==> src/rtl/pulse_pkg.sv <==
// pulse_pkg: frame layout, parameter reset defaults and FSM state shared by the loader and sequencer.
package pulse_pkg;
  localparam logic [7:0] SYNC_BYTE = 8'hAA;
  localparam int PAYLOAD_LEN = 18;
  localparam int SHADOW_MSB = PAYLOAD_LEN * 8 - 1;
  localparam int OFF_PER = 0;
  localparam int OFF_P1WID = 4;
  localparam int OFF_DEL = 6;
  localparam int OFF_P2WID = 8;
  localparam int OFF_NUT_W = 10;
  localparam int OFF_NUT_D = 11;
  localparam int OFF_CP = 13;
  localparam int OFF_P_BL = 14;
  localparam int OFF_P_BL_OFF = 15;
  localparam int OFF_BL = 17;
  localparam logic [31:0] DEF_PER = 32'h0001_0000;
  localparam logic [15:0] DEF_P1WID = 16'd30;
  localparam logic [15:0] DEF_DEL = 16'd200;
  localparam logic [15:0] DEF_P2WID = 16'd30;
  localparam logic [7:0] DEF_NUT_W = 8'd50;
  localparam logic [15:0] DEF_NUT_D = 16'd300;
  localparam logic [7:0] DEF_CP = 8'd3;
  localparam logic [7:0] DEF_P_BL = 8'd50;
  localparam logic [15:0] DEF_P_BL_OFF = 16'd100;
  localparam logic DEF_BL = 1'b1;
  typedef enum logic [1:0] {IDLE, PAYLOAD, CHECK} state_t;
endpackage

==> src/rtl/pulse_param_loader_if.sv <==
// pulse_param_loader_if: received-byte stream from the UART into the parameter loader.
interface pulse_param_loader_if;
  logic [7:0] rx_data;
  logic rx_valid;
  modport master(output rx_data, rx_valid);
  modport slave(input rx_data, rx_valid);
endinterface

==> src/rtl/loader_timeout.sv <==
// loader_timeout: inter-byte watchdog; a byte on the expiry cycle suppresses expiry.
module loader_timeout #(
  parameter int TIMEOUT_CYC = 500000
) (
  input  logic clk,
  input  logic reset,
  input  logic en,
  input  logic clr,
  output logic expire
);
  localparam int W = $clog2(TIMEOUT_CYC);
  logic [W-1:0] r_cnt;
  always_ff @(posedge clk)
    r_cnt <= (reset || clr || !en || expire) ? '0 : r_cnt + 1'b1;
  assign expire = en && !clr && r_cnt == W'(TIMEOUT_CYC - 1);
endmodule

==> src/rtl/pulse_param_loader.sv <==
// pulse_param_loader: parses sync/payload/checksum frames and atomically commits sequencer parameters.
module pulse_param_loader #(
  parameter logic [7:0] SYNC_BYTE = pulse_pkg::SYNC_BYTE,
  parameter int TIMEOUT_CYC = 500000
) (
  input  logic                 clk,
  input  logic                 reset,
  pulse_param_loader_if.slave  rx,
  output logic [31:0]          per,
  output logic [15:0]          p1wid,
  output logic [15:0]          del,
  output logic [15:0]          p2wid,
  output logic [7:0]           nut_w,
  output logic [15:0]          nut_d,
  output logic [7:0]           cp,
  output logic [7:0]           p_bl,
  output logic [15:0]          p_bl_off,
  output logic                 bl,
  output logic                 rx_done,
  output logic                 busy,
  output logic [7:0]           err_count
);
  import pulse_pkg::*;
  localparam int M = SHADOW_MSB;
  state_t r_state, w_next;
  logic [M:0] r_shadow;
  logic [4:0] r_idx;
  logic [7:0] r_sum;
  logic w_byte, w_last, w_expire, w_commit, w_drop;
  assign w_byte = rx.rx_valid;
  assign w_last = r_idx == 5'(PAYLOAD_LEN - 1);
  loader_timeout #(.TIMEOUT_CYC(TIMEOUT_CYC)) u_timeout (
    .clk(clk), .reset(reset), .en(busy), .clr(w_byte), .expire(w_expire)
  );
  always_ff @(posedge clk)
    r_state <= reset ? IDLE : w_next;
  always_comb begin
    w_next = w_expire ? IDLE :
             !w_byte ? r_state :
             r_state == IDLE ? (rx.rx_data == SYNC_BYTE ? PAYLOAD : IDLE) :
             r_state == PAYLOAD ? (w_last ? CHECK : PAYLOAD) : IDLE;
  end
  always_comb begin
    busy = r_state != IDLE;
    w_commit = r_state == CHECK && w_byte && rx.rx_data == r_sum;
    w_drop = w_expire || (r_state == CHECK && w_byte && rx.rx_data != r_sum);
  end
  // every frame shifts all 18 bytes through, so the shadow never needs clearing between frames
  always_ff @(posedge clk) begin
    if (reset) begin
      r_shadow <= '0;
      r_idx <= '0;
      r_sum <= '0;
    end else if (w_byte && r_state == IDLE) begin
      r_idx <= '0;
      r_sum <= '0;
    end else if (w_byte && r_state == PAYLOAD) begin
      r_shadow <= {r_shadow[M-8:0], rx.rx_data};
      r_sum <= r_sum + rx.rx_data;
      r_idx <= r_idx + 1'b1;
    end
  end
  always_ff @(posedge clk) begin
    if (reset) begin
      per <= DEF_PER;
      p1wid <= DEF_P1WID;
      del <= DEF_DEL;
      p2wid <= DEF_P2WID;
      nut_w <= DEF_NUT_W;
      nut_d <= DEF_NUT_D;
      cp <= DEF_CP;
      p_bl <= DEF_P_BL;
      p_bl_off <= DEF_P_BL_OFF;
      bl <= DEF_BL;
      rx_done <= 1'b0;
      err_count <= '0;
    end else begin
      rx_done <= w_commit;
      if (w_commit) begin
        per <= r_shadow[M-8*OFF_PER -: 32];
        p1wid <= r_shadow[M-8*OFF_P1WID -: 16];
        del <= r_shadow[M-8*OFF_DEL -: 16];
        p2wid <= r_shadow[M-8*OFF_P2WID -: 16];
        nut_w <= r_shadow[M-8*OFF_NUT_W -: 8];
        nut_d <= r_shadow[M-8*OFF_NUT_D -: 16];
        cp <= r_shadow[M-8*OFF_CP -: 8];
        p_bl <= r_shadow[M-8*OFF_P_BL -: 8];
        p_bl_off <= r_shadow[M-8*OFF_P_BL_OFF -: 16];
        bl <= r_shadow[M-8*OFF_BL-7];
      end
      if (w_drop && err_count != 8'hFF)
        err_count <= err_count + 1'b1;
    end
  end
endmodule

==> src/flat_wrapper.sv <==
// flat-port wrapper written by rule: the top's interface ports become plain ports
module pulse_param_loader_flat import pulse_pkg::*;
#(
  parameter logic [7:0] SYNC_BYTE = pulse_pkg::SYNC_BYTE,
  parameter int TIMEOUT_CYC = 500000
)
  (clk, reset, per, p1wid, del, p2wid, nut_w, nut_d, cp, p_bl, p_bl_off, bl, rx_done, busy, err_count, rx_rx_data, rx_rx_valid);
  pulse_param_loader_if rx_i ();
  input  logic clk;
  input  logic reset;
  output logic [31:0] per;
  output logic [15:0] p1wid;
  output logic [15:0] del;
  output logic [15:0] p2wid;
  output logic [7:0] nut_w;
  output logic [15:0] nut_d;
  output logic [7:0] cp;
  output logic [7:0] p_bl;
  output logic [15:0] p_bl_off;
  output logic bl;
  output logic rx_done;
  output logic busy;
  output logic [7:0] err_count;
  input wire logic [$bits(rx_i.rx_data)-1:0] rx_rx_data;
  input wire logic [$bits(rx_i.rx_valid)-1:0] rx_rx_valid;
  assign rx_i.rx_data = rx_rx_data;
  assign rx_i.rx_valid = rx_rx_valid;
  pulse_param_loader #(.SYNC_BYTE(SYNC_BYTE), .TIMEOUT_CYC(TIMEOUT_CYC)) u_core (.clk(clk), .reset(reset), .rx(rx_i), .per(per), .p1wid(p1wid), .del(del), .p2wid(p2wid), .nut_w(nut_w), .nut_d(nut_d), .cp(cp), .p_bl(p_bl), .p_bl_off(p_bl_off), .bl(bl), .rx_done(rx_done), .busy(busy), .err_count(err_count));
endmodule
==> config.mk <==
export PLATFORM = sky130hd
export DESIGN_NAME = pulse_param_loader_flat
export DESIGN_NICKNAME = d
export VERILOG_FILES = /design/src/rtl/pulse_pkg.sv /design/src/rtl/pulse_param_loader_if.sv /design/src/rtl/loader_timeout.sv /design/src/rtl/pulse_param_loader.sv /design/src/flat_wrapper.sv
export SDC_FILE = /design/constraint.sdc
export NUM_CORES = 1
export LEC_CHECK = 0
export CAP_MARGIN = 10
export CORE_ASPECT_RATIO = 0.75
export CORE_MARGIN = 5
export CORE_UTILIZATION = 59
export DETAILED_ROUTE_END_ITERATION = 8
export PLACE_DENSITY = 0.85
export SLEW_MARGIN = 20
export SYNTH_ARGS = -nofsm -noshare
export SYNTH_HDL_FRONTEND = slang
export SYNTH_SLANG_ARGS = --single-unit
==> constraint.sdc <==
create_clock -name clk -period 3.5 [get_ports clk]
set_input_delay 0.35 -clock clk [delete_from_list [all_inputs] [get_ports clk]]
set_output_delay 0.35 -clock clk [all_outputs]
set_load 0.05 [all_outputs]
==> results of run 1 <==
[power groups by stage]
stage          clock, mW  sequential (mW)  combinational [mW]
6_report            2.99             3.69              0.0993
5_1_grt             3.19             3.68               0.108
4_1_cts             3.02             3.69              0.0984
3_5_place_dp           0             3.77              0.0983
3_3_place_gp           0             3.77              0.0973
2_1_floorplan          0             3.77              0.0675
[worst max-delay path: cells and delay by family, from the launching register on]
kind	cells	cell delay, ns
and+or+nand+nor	3	1.15
AOI/OAI and AO/OA	2	0.73
DFF	1	0.33
muxes	1	0.31
[Yosys cell counts, types with 7 or more instances]
cell type	instances	area [um2]
a21oi_1	261	1310
and3_1	7	43.8
buf_1	8	30.0
clkbuf_1	91	342
dfxtp_1	324	6490
ha_1	11	138
inv_1	8	30.0
nand2_1	585	2200
nand3_1	8	40.0
nand3b_1	29	218
nor2_1	49	184
nor3_1	7	35.0
xnor2_1	12	105
xor2_1	16	140
[flip-flops by register name, summed over array words and instances (netlist names)]
| register | count |
|---|---|
| u_core.r_shadow | 144 |
| u_core.per | 32 |
| u_core.u_timeout.r_cnt | 19 |
| u_core.del | 16 |
| u_core.nut_d | 16 |
| u_core.p1wid | 16 |
| u_core.p2wid | 16 |
| u_core.p_bl_off | 16 |
| u_core.cp | 8 |
| u_core.err_count | 8 |
| u_core.nut_w | 8 |
| u_core.p_bl | 8 |
| u_core.r_sum | 8 |
| u_core.r_idx | 5 |
| u_core.r_state | 2 |
| u_core.bl | 1 |
| u_core.rx_done | 1 |
[final cells by class]
type,count,area share (%)
clock buffer,39,5.66
clock inverter,12,0.548
inverter,9,0.235
multi-input combinational,1043,34.2
sequential,324,45.1
tap,253,2.20
timing repair buffer,166,12.0
[kinds of logic after synthesis]
| group | count (synthesis) | share of synthesized area [%] |
|---|---|---|
| AO/OA/AOI/OAI | 285 | 12.8 |
| XOR/XNOR | 28 | 2.08 |
| adder cells (fa/ha/maj) | 12 | 1.34 |
| buffers and inverters | 109 | 3.53 |
| flip-flops | 324 | 55.0 |
| multiplexers | 2 | 0.212 |
| AND/OR/NAND/NOR | 716 | 25.0 |
[how the worst max path moves through the flow]
stage	start	end	slack [ns]	cells past startpoint
after floorplan	u_core.u_timeout.r_cnt[11]	u_core.err_count[4]	1.12	7
after global placement	rx_rx_data[5]	u_core.per[1]	0.79	8
after detailed placement	rx_rx_data[0]	u_core.per[20]	0.64	8
after CTS	u_core.u_timeout.r_cnt[11]	u_core.err_count[4]	0.86	6
after global routing	u_core.u_timeout.r_cnt[11]	u_core.err_count[4]	0.73	6
final	u_core.u_timeout.r_cnt[11]	u_core.err_count[4]	0.87	6
[through the flow]
stage	utilization, %	total power, mW	instance area, um2	instances
2_1_floorplan	-	3.84	11800	1476
3_3_place_gp	69.2	3.87	13500	1795
3_5_place_dp	69.2	3.87	13500	1795
4_1_cts	73.8	6.81	14400	1846
5_1_grt	73.8	6.98	14400	1846
6_report	73.8	6.78	14400	1846
[metal layers]
metal  wire length [um]  track usage, %
met5                  0               0
met4                630            5.76
met3               1630            3.91
met2              13300            38.1
met1              12700            33.3
==> impl_results.md, run 1 <==
* Outcome: completed
* Clock insertion delay at the later pin of the skew report at 0.55 ns
* Register Area at 6490 um2
* DRC violations left at 0
* Multi-input logic area at 4910 um2
* I/O pin cnt at 158
* Reg-to-Reg Start: u_core.u_timeout.r_cnt[11]
* Final ANT Viol Nets at 0
* Synth cell types at 50
* Clock slew at reported path FFs at 0.06 ns
* Fin nets at 1596
* Post-synth EDFFs at 0
* CP startpoint kind: flop
* Via/cell ratio at 5.49
* Final period utilization at 75.2%
* Sw Share at 21.1%
* Initial antenna violation count at 0
* Final Hold Fails at 0
* Worst Path Arrival at 3.07 ns
* Row cnt at 44
* CORE AREA at 19500 um2
* Flop pwr share at 54.4%
* Final WS setup at 0.868 ns
* N_diodes at 0
* Worst rel slew slack at 50.2%
* Die width at 173 um
* H-tree levels at 1
* Psw at 1.43 mW
* Combinational power share at 1.5%
* Cts bufs inserted at 29
* Design internal power at 5.35 mW
* Asr flop ratio synth at 0%
* Pre-CTS setup slack at 0.644 ns
* Post-Syn Nets at 1499
* Part of the Yosys area used for sequential elements at 55.0%
* DR WL/cell at 15.3 um
* Final setup vio count at 0
* DR iter-0 viols at 1057
* RSZ-0062 raised after global routing: false
* GRT Total Usage at 23.5%
* Die Footprint at 22900 um2
* Post-DP HPWL at 17500 um
* Global-route wire length before repair at 46800 um
* Min-Delay Startpoint: reset
* Peak fanout along the critical path at 9
* Clk sinks at 324
* Min-Delay Endpoint: u_core.err_count[0]
* Most frequent cells in the layout: nand2_1 (583), dfxtp_1 (324), a21oi_1 (261), clkdlybuf4s50_1 (156), nor2_1 (48)
* Largest net degree at the start of global routing at 182
* Gpl congestion at 0.815
* Slew @ Worst Pin at 0.748 ns
* Number of port buffers at 157
* Slowest CP cell: or4_1
* Setup TNS at 0 ns
* WHS Path Cells at 2
* Max Freq at 0.380 GHz
* Total number of vias at 10100
* Synth Register Bits at 324
* Root Driver: clkbuf_16
* Fillers at 1473
* CTS tree: yes
* Synth Cell Area at 11800 um2
* Power Density at 472 nW/um2
* P_leak at 4.89 nW
* Worst-case clock skew at 0.00861 ns
* Post-Synthesis Cells at 1476
* Commonest non-fill, non-tap cell in the layout: nand2_1
* Crit-path cells: or4_1, or4_4, a2111oi_4, o21a_1, nand4_2, mux2_4
* Fin crit period at 2.63 ns
* Global route total overflow at 0
* R2R Setup Slk at 0.87 ns
* Reg2reg path depth at 6
* Worst R2R End: u_core.err_count[4]
* Post CTS Setup Buffer Count at 0
* Dominant synthesized flop cell: dfxtp_1
* Area delta synth->final at 21.9%
* Post-Syn Area per Cell at 7.99 um2
* CP required at 3.94 ns
* Worst vdd ir at 0.000359 V
* Yosys warnings at 0
* HP Class: input pin to flop
* Clock group share of total power at 44.2%
* Worst setup EP type: flop
* CTS hold repair buffers at 0
* Drt pass-1 iters at 5
* Layout cells sized above 1 at 4.08%
* Drt total wl at 28200 um
* Starting density of the core at 60.5%
* # Max-Cap Violations at 0
* Die Ht at 132 um
* Vias in the first global route at 9659
* Hold_ws at 0.236 ns
* Crit path kind: flop to flop
* Post-CTS Resized at 0
* Pins over their slew limit at 0
* Worst path max stage delay at 0.53 ns
* Clk buf depth at 3
(Power assumes the default switching activity.)
==> inputs of run 2 (changes only) <==
--- a/config.mk
+++ b/config.mk
@@ -8,9 +8,9 @@
 export CAP_MARGIN = 10
 export CORE_ASPECT_RATIO = 0.75
 export CORE_MARGIN = 5
-export CORE_UTILIZATION = 59
+export CORE_UTILIZATION = 49
 export DETAILED_ROUTE_END_ITERATION = 8
-export PLACE_DENSITY = 0.85
+export PLACE_DENSITY = 0.75
 export SLEW_MARGIN = 20
 export SYNTH_ARGS = -nofsm -noshare
 export SYNTH_HDL_FRONTEND = slang
==> constraint.sdc (replaced) <==
create_clock -name clk -period 2.2 [get_ports clk]
set_input_delay 0.22 -clock clk [delete_from_list [all_inputs] [get_ports clk]]
set_output_delay 0.22 -clock clk [all_outputs]
set_load 0.05 [all_outputs]
==> run 2 against run 1 <==
The flow now finishes with violations (negative setup slack); via count shrank 0.19%; clock skew about the same; count of clock-buffer cells in the layout is 5 higher; cell count grew 5.5%; largest cell class unchanged; largest power group unchanged.
==> impl_results.md, run 2 (synthesized netlist as in run 1, its figures left out) <==
* Worst Path Arrival at 2.75 ns
* Global-route wire length before repair at 47000 um
* CTS hold repair buffers at 0
* CP required at 2.63 ns
* # Max-Cap Violations at 0
* Min-Delay Startpoint: reset
* CP startpoint kind: flop
* Clk sinks at 324
* Pins over their slew limit at 0
* Most flop-heavy register: u_core.r_shadow
* Outcome: finished with violations
* Die Footprint at 27300 um2
* DR WL/cell at 14.9 um
* Worst Setup SP: u_core.u_timeout.r_cnt[11]
* Total number of vias at 10100
* Fillers at 2029
* Commonest non-fill, non-tap cell in the layout: nand2_1
* P_leak at 5.22 nW
* Multi-input logic area at 4950 um2
* Vias in the first global route at 9356
* Starting density of the core at 49.4%
* Initial antenna violation count at 0
* Post-DP HPWL at 18700 um
* Hold_ws at 0.102 ns
* Clock slew at reported path FFs at 0.07 ns
* DR iter-0 viols at 725
* Final Hold Fails at 0
* HP Class: input pin to flop
* Largest regs: u_core.r_shadow (144), u_core.per (32), u_core.u_timeout.r_cnt (19)
* Final setup vio count at 7
* Max Freq at 0.431 GHz
* Root Driver: clkbuf_16
* Pre-CTS setup slack at -0.231 ns
* H-tree levels at 1
* DRC violations left at 0
* Most frequent cells in the layout: nand2_1 (583), dfxtp_1 (323), a21oi_1 (260), clkdlybuf4s50_1 (155), nor2_1 (48)
* Psw at 2.34 mW
* Flop pwr share at 51.1%
* CTS tree: yes
* Via/cell ratio at 5.19
* Combinational power share at 1.7%
* Failing checks: negative setup slack
* Layout cells sized above 1 at 7.55%
* Register Area at 6490 um2
* Global route total overflow at 0
* Final ANT Viol Nets at 0
* Cts bufs inserted at 30
* Final Total Pwr at 11.5 mW
* Worst setup EP type: flop
* Fin crit period at 2.32 ns
* Crit path kind: flop to flop
* Slew @ Worst Pin at 0.601 ns
* Clock group share of total power at 47.2%
* Final period utilization at 106%
* CORE AREA at 23800 um2
* Max reg flops at 144
* Final WS setup at -0.123 ns
* Largest net degree at the start of global routing at 89
* N_diodes at 0
* GRT Total Usage at 20.3%
* Power Density at 761 nW/um2
* Number of port buffers at 157
* Clk buf depth at 3
* Area delta synth->final at 27.8%
* RSZ-0062 raised after global routing: true
* Fin nets at 1641
* Die Ht at 144 um
* Worst-case clock skew at 0.00827 ns
* Peak fanout along the critical path at 4
* Die width at 189 um
* I/O pin cnt at 158
* Clock insertion delay at the later pin of the skew report at 0.54 ns
* Worst vdd ir at 0.000576 V
* Gpl congestion at 0.838
* Reg-to-Reg Start: u_core.u_timeout.r_cnt[11]
* Drt pass-1 iters at 5
* Row cnt at 49
* Setup TNS at -0.305 ns
* Design internal power at 9.13 mW
* Drt total wl at 29100 um
* Sw Share at 20.4%
* Final Core Density at 63.2%
* Worst rel slew slack at 59.8%
## run 2: cell types whose count changed in the layout (fill, tap and decap cells not counted), moves of 2 or more
cell	change
bufinv_16	+3
clkinvlp_4	+2
buf_12	+8
clkbuf_16	+2
buf_4	+36
clkinv_2	-4
clkbuf_8	+3
## run 2: layout make-up
type,count,share of cell area (%)
flip-flops and latches,324,43.1
multi-input cells,1043,32.9
repair buffers,210,14.4
clock buffers,44,6.00
well taps,306,2.54
clock inverters,12,0.955
inverters,9,0.224
## run 2: critical path, cell delays in order (launching register included)
cell,delay (ns)
dfxtp_2,0.32
or4_4,0.53
or4_4,0.46
a2111oi_4,0.24
o21a_2,0.23
nand4_2,0.12
mux2_4,0.31
## run 2: final timing paths
path / end / slack, ns / depth (start not counted)
worst max-delay path: u_core.err_count[4] / -0.12 / 6
worst min-delay path: u_core.err_count[0] / 0.10 / 2
worst max register to register: u_core.err_count[4] / -0.12 / 6
worst min register to register: u_core.per[3] / 0.45 / 2
## run 2: timing repair
action                     CTS  global route
setup endpoints to repair    6            38
pin swaps                    3             3
hold endpoints to repair     0             0
gates resized for setup      2             8
buffers inserted             1             1
## run 2: per-stage QoR
stage | std cells | instance area, um2
finish | 1948 | 15100
detailed placement | 1890 | 14000
global route | 1948 | 15100
floorplan | 1476 | 11800
CTS | 1947 | 15000
global placement | 1890 | 14000
## run 2: power by group through the flow
stage	Sequential [mW]	Combinational, mW	Clock, mW
after CTS	5.86	0.189	5.53
after global placement	6.00	0.189	0
after detailed placement	6.00	0.189	0
after floorplan	6.00	0.107	0
after global routing	5.86	0.208	5.80
final	5.86	0.192	5.41
## run 2: per-layer routing
layer | track usage [%] | up-vias | wire, um
li1 | - | 5088 | -
met4 | 3.60 | 0 | 465
met3 | 3.81 | 37 | 1530
met2 | 32.9 | 212 | 13100
met1 | 29.0 | 4779 | 14000
met5 | 0 | - | 0
==> inputs of run 3 (changes only) <==
--- a/config.mk
+++ b/config.mk
@@ -6,11 +6,13 @@
 export NUM_CORES = 1
 export LEC_CHECK = 0
 export CAP_MARGIN = 10
+export CELL_PAD_IN_SITES_DETAIL_PLACEMENT = 0
+export CELL_PAD_IN_SITES_GLOBAL_PLACEMENT = 1
 export CORE_ASPECT_RATIO = 0.75
 export CORE_MARGIN = 5
-export CORE_UTILIZATION = 49
+export CORE_UTILIZATION = 36
 export DETAILED_ROUTE_END_ITERATION = 8
-export PLACE_DENSITY = 0.75
+export PLACE_DENSITY_LB_ADDON = 0.1
 export SLEW_MARGIN = 20
 export SYNTH_ARGS = -nofsm -noshare
 export SYNTH_HDL_FRONTEND = slang
==> run 3 against run 2 <==
The flow still finishes with violations (negative setup slack); wire length grew 11%; clock skew grew 0.0097 ns; critical path depth is the same; design area up 1.9%; power rose by 2.6%; worst setup slack worse by 0.013 ns; global-route usage fell by 3.1 points; sequential power barely moved; die area up 34%; critical path type unchanged; highest routed layer unchanged.
==> impl_results.md, run 3 (synthesized netlist as in run 1, its figures left out) <==
* DR iter-0 viols at 593
* Global route total overflow at 0
* Slew @ Worst Pin at 0.633 ns
* Total number of vias at 9927
* CTS hold repair buffers at 0
* Clock insertion delay at the later pin of the skew report at 0.52 ns
* Gpl congestion at 0.746
* Largest regs: u_core.r_shadow (144), u_core.per (32), u_core.u_timeout.r_cnt (19)
* GRT Total Usage at 17.2%
* Largest net degree at the start of global routing at 112
* CTS tree: yes
* Commonest non-fill, non-tap cell in the layout: nand2_1
* Fin crit period at 2.34 ns
* Worst setup EP type: flop
* Clk sinks at 324
* Drt total wl at 32300 um
* Most flop-heavy register: u_core.r_shadow
* Min-Delay Startpoint: reset
* Combinational power share at 1.6%
* Setup TNS at -0.321 ns
* Max Freq at 0.428 GHz
* DRC violations left at 0
* CORE AREA at 32400 um2
* Fillers at 3327
* Post-DP HPWL at 20000 um
* Layout cells sized above 1 at 7.70%
* Worst R2R End: u_core.err_count[4]
* Root Driver: clkbuf_16
* Clock slew at reported path FFs at 0.06 ns
* Initial antenna violation count at 0
* WHS Path Cells at 2
* Clk buf depth at 3
* Vias in the first global route at 9556
* Reg-to-Reg Start: u_core.u_timeout.r_cnt[11]
* H-tree levels at 2
* Final instance area at 15400 um2
* Die Footprint at 36500 um2
* Fin nets at 1646
* Final period utilization at 106%
* Number of port buffers at 157
* # Max-Cap Violations at 0
* P_leak at 5.28 nW
* N_diodes at 0
* Crit path kind: flop to flop
* Flop pwr share at 49.8%
* Worst vdd ir at 0.000433 V
* I/O pin cnt at 158
* Pins over their slew limit at 0
* Sw Share at 21.5%
* Cts bufs inserted at 36
* Pre-CTS setup slack at -0.273 ns
* Worst-case clock skew at 0.0179 ns
* Worst Path Arrival at 2.75 ns
* Outcome: finished with violations
* Power Density at 766 nW/um2
* Via/cell ratio at 4.75
* Failing checks: negative setup slack
* Worst path max stage delay at 0.54 ns
* Starting density of the core at 36.4%
* Clock group share of total power at 48.5%
* CP required at 2.61 ns
* Dpl cell area at 14200 um2
* Drt pass-1 iters at 4
* Row cnt at 57
* Worst path bufs/invs at 0
* Peak fanout along the critical path at 4
* RSZ-0062 raised after global routing: true
* Worst Setup SP: u_core.u_timeout.r_cnt[11]
* HP Class: input pin to flop
* Design internal power at 9.24 mW
* Final setup vio count at 6
* Slowest CP cell: or4_4
* Psw at 2.53 mW
* Area delta synth->final at 30.3%
* Hold_ws at 0.0577 ns
* Die width at 219 um
* DR WL/cell at 15.5 um
* Reg2reg path depth at 6
* CP startpoint kind: flop
* CP top delay family: simple AND/OR/NAND/NOR gates
* Most frequent cells in the layout: nand2_1 (583), dfxtp_1 (322), a21oi_1 (260), clkdlybuf4s50_1 (155), nor2_1 (48)
* Most frequent CP cell: or4_4
* Final Total Pwr at 11.8 mW
* Final WS setup at -0.136 ns
* Worst rel slew slack at 57.6%
* Final Hold Fails at 0
* Crit-path cells: or4_4, or4_4, a2111oi_4, o21a_2, nand4_2, mux2_4
* Final ANT Viol Nets at 0
* Max reg flops at 144
* Die Ht at 167 um
* Min-Delay Endpoint: u_core.err_count[7]
* R2R Setup Slk at -0.14 ns
* Global-route wire length before repair at 52400 um
[run 3: how the worst max path moves through the flow]
stage | depth (start not counted) | endpoint | slack (ns)
2_1_floorplan | 7 | u_core.err_count[4] | -0.12
3_3_place_gp | 8 | u_core.p2wid[8] | -0.24
3_5_place_dp | 8 | u_core.p2wid[11] | -0.27
4_1_cts | 6 | u_core.err_count[4] | -0.15
5_1_grt | 6 | u_core.err_count[4] | -0.21
6_report | 6 | u_core.err_count[4] | -0.14
[run 3: power by group through the flow]
stage / logic [mW] / registers (mW) / clock network (mW)
6_report: 0.193 / 5.87 / 5.71
3_3_place_gp: 0.194 / 6.00 / 0
2_1_floorplan: 0.107 / 6.00 / 0
3_5_place_dp: 0.192 / 6.00 / 0
4_1_cts: 0.193 / 5.87 / 5.92
5_1_grt: 0.209 / 5.86 / 6.19
[run 3: area by class of cell]
cell class | count | area (um2) | area share (%)
Tap cell | 442 | 553 | 3.60
Sequential cell | 324 | 6490 | 42.2
Clock buffer | 53 | 1050 | 6.81
Clock inverter | 12 | 72.6 | 0.472
Multi-Input combinational cell | 1043 | 4960 | 32.3
Timing Repair Buffer | 209 | 2210 | 14.4
Inverter | 9 | 33.8 | 0.220
[run 3: timing repair]
action / 4_1_cts / 5_1_grt
gates resized for setup: 7 / 7
setup endpoints to repair: 9 / 13
cloned: 0 / 1
hold endpoints to repair: 0 / 0
buffers inserted: 1 / 0
pin swaps: 2 / 3
[run 3: worst register-to-register path, stage by stage, from the launching register on]
cell and delay, ns:
dfxtp_2 0.32, or4_4 0.54, or4_4 0.46, a2111oi_4 0.24, o21a_2 0.23, nand4_2 0.12, mux2_4 0.31
[run 3: metrics by stage]
stage	utilization [%]	instances
6_report	47.4	2092
5_1_grt	47.4	2092
4_1_cts	47.2	2091
3_5_place_dp	43.7	2025
3_3_place_gp	43.7	2025
2_1_floorplan	-	1476
[run 3: layer usage]
metal,global-route usage (%),up-vias,wire length (um)
met5,0,-,0
met4,4.34,0,569
met3,3.70,40,1290
met2,26.0,116,13900
met1,25.1,4675,16600
li1,-,5096,-
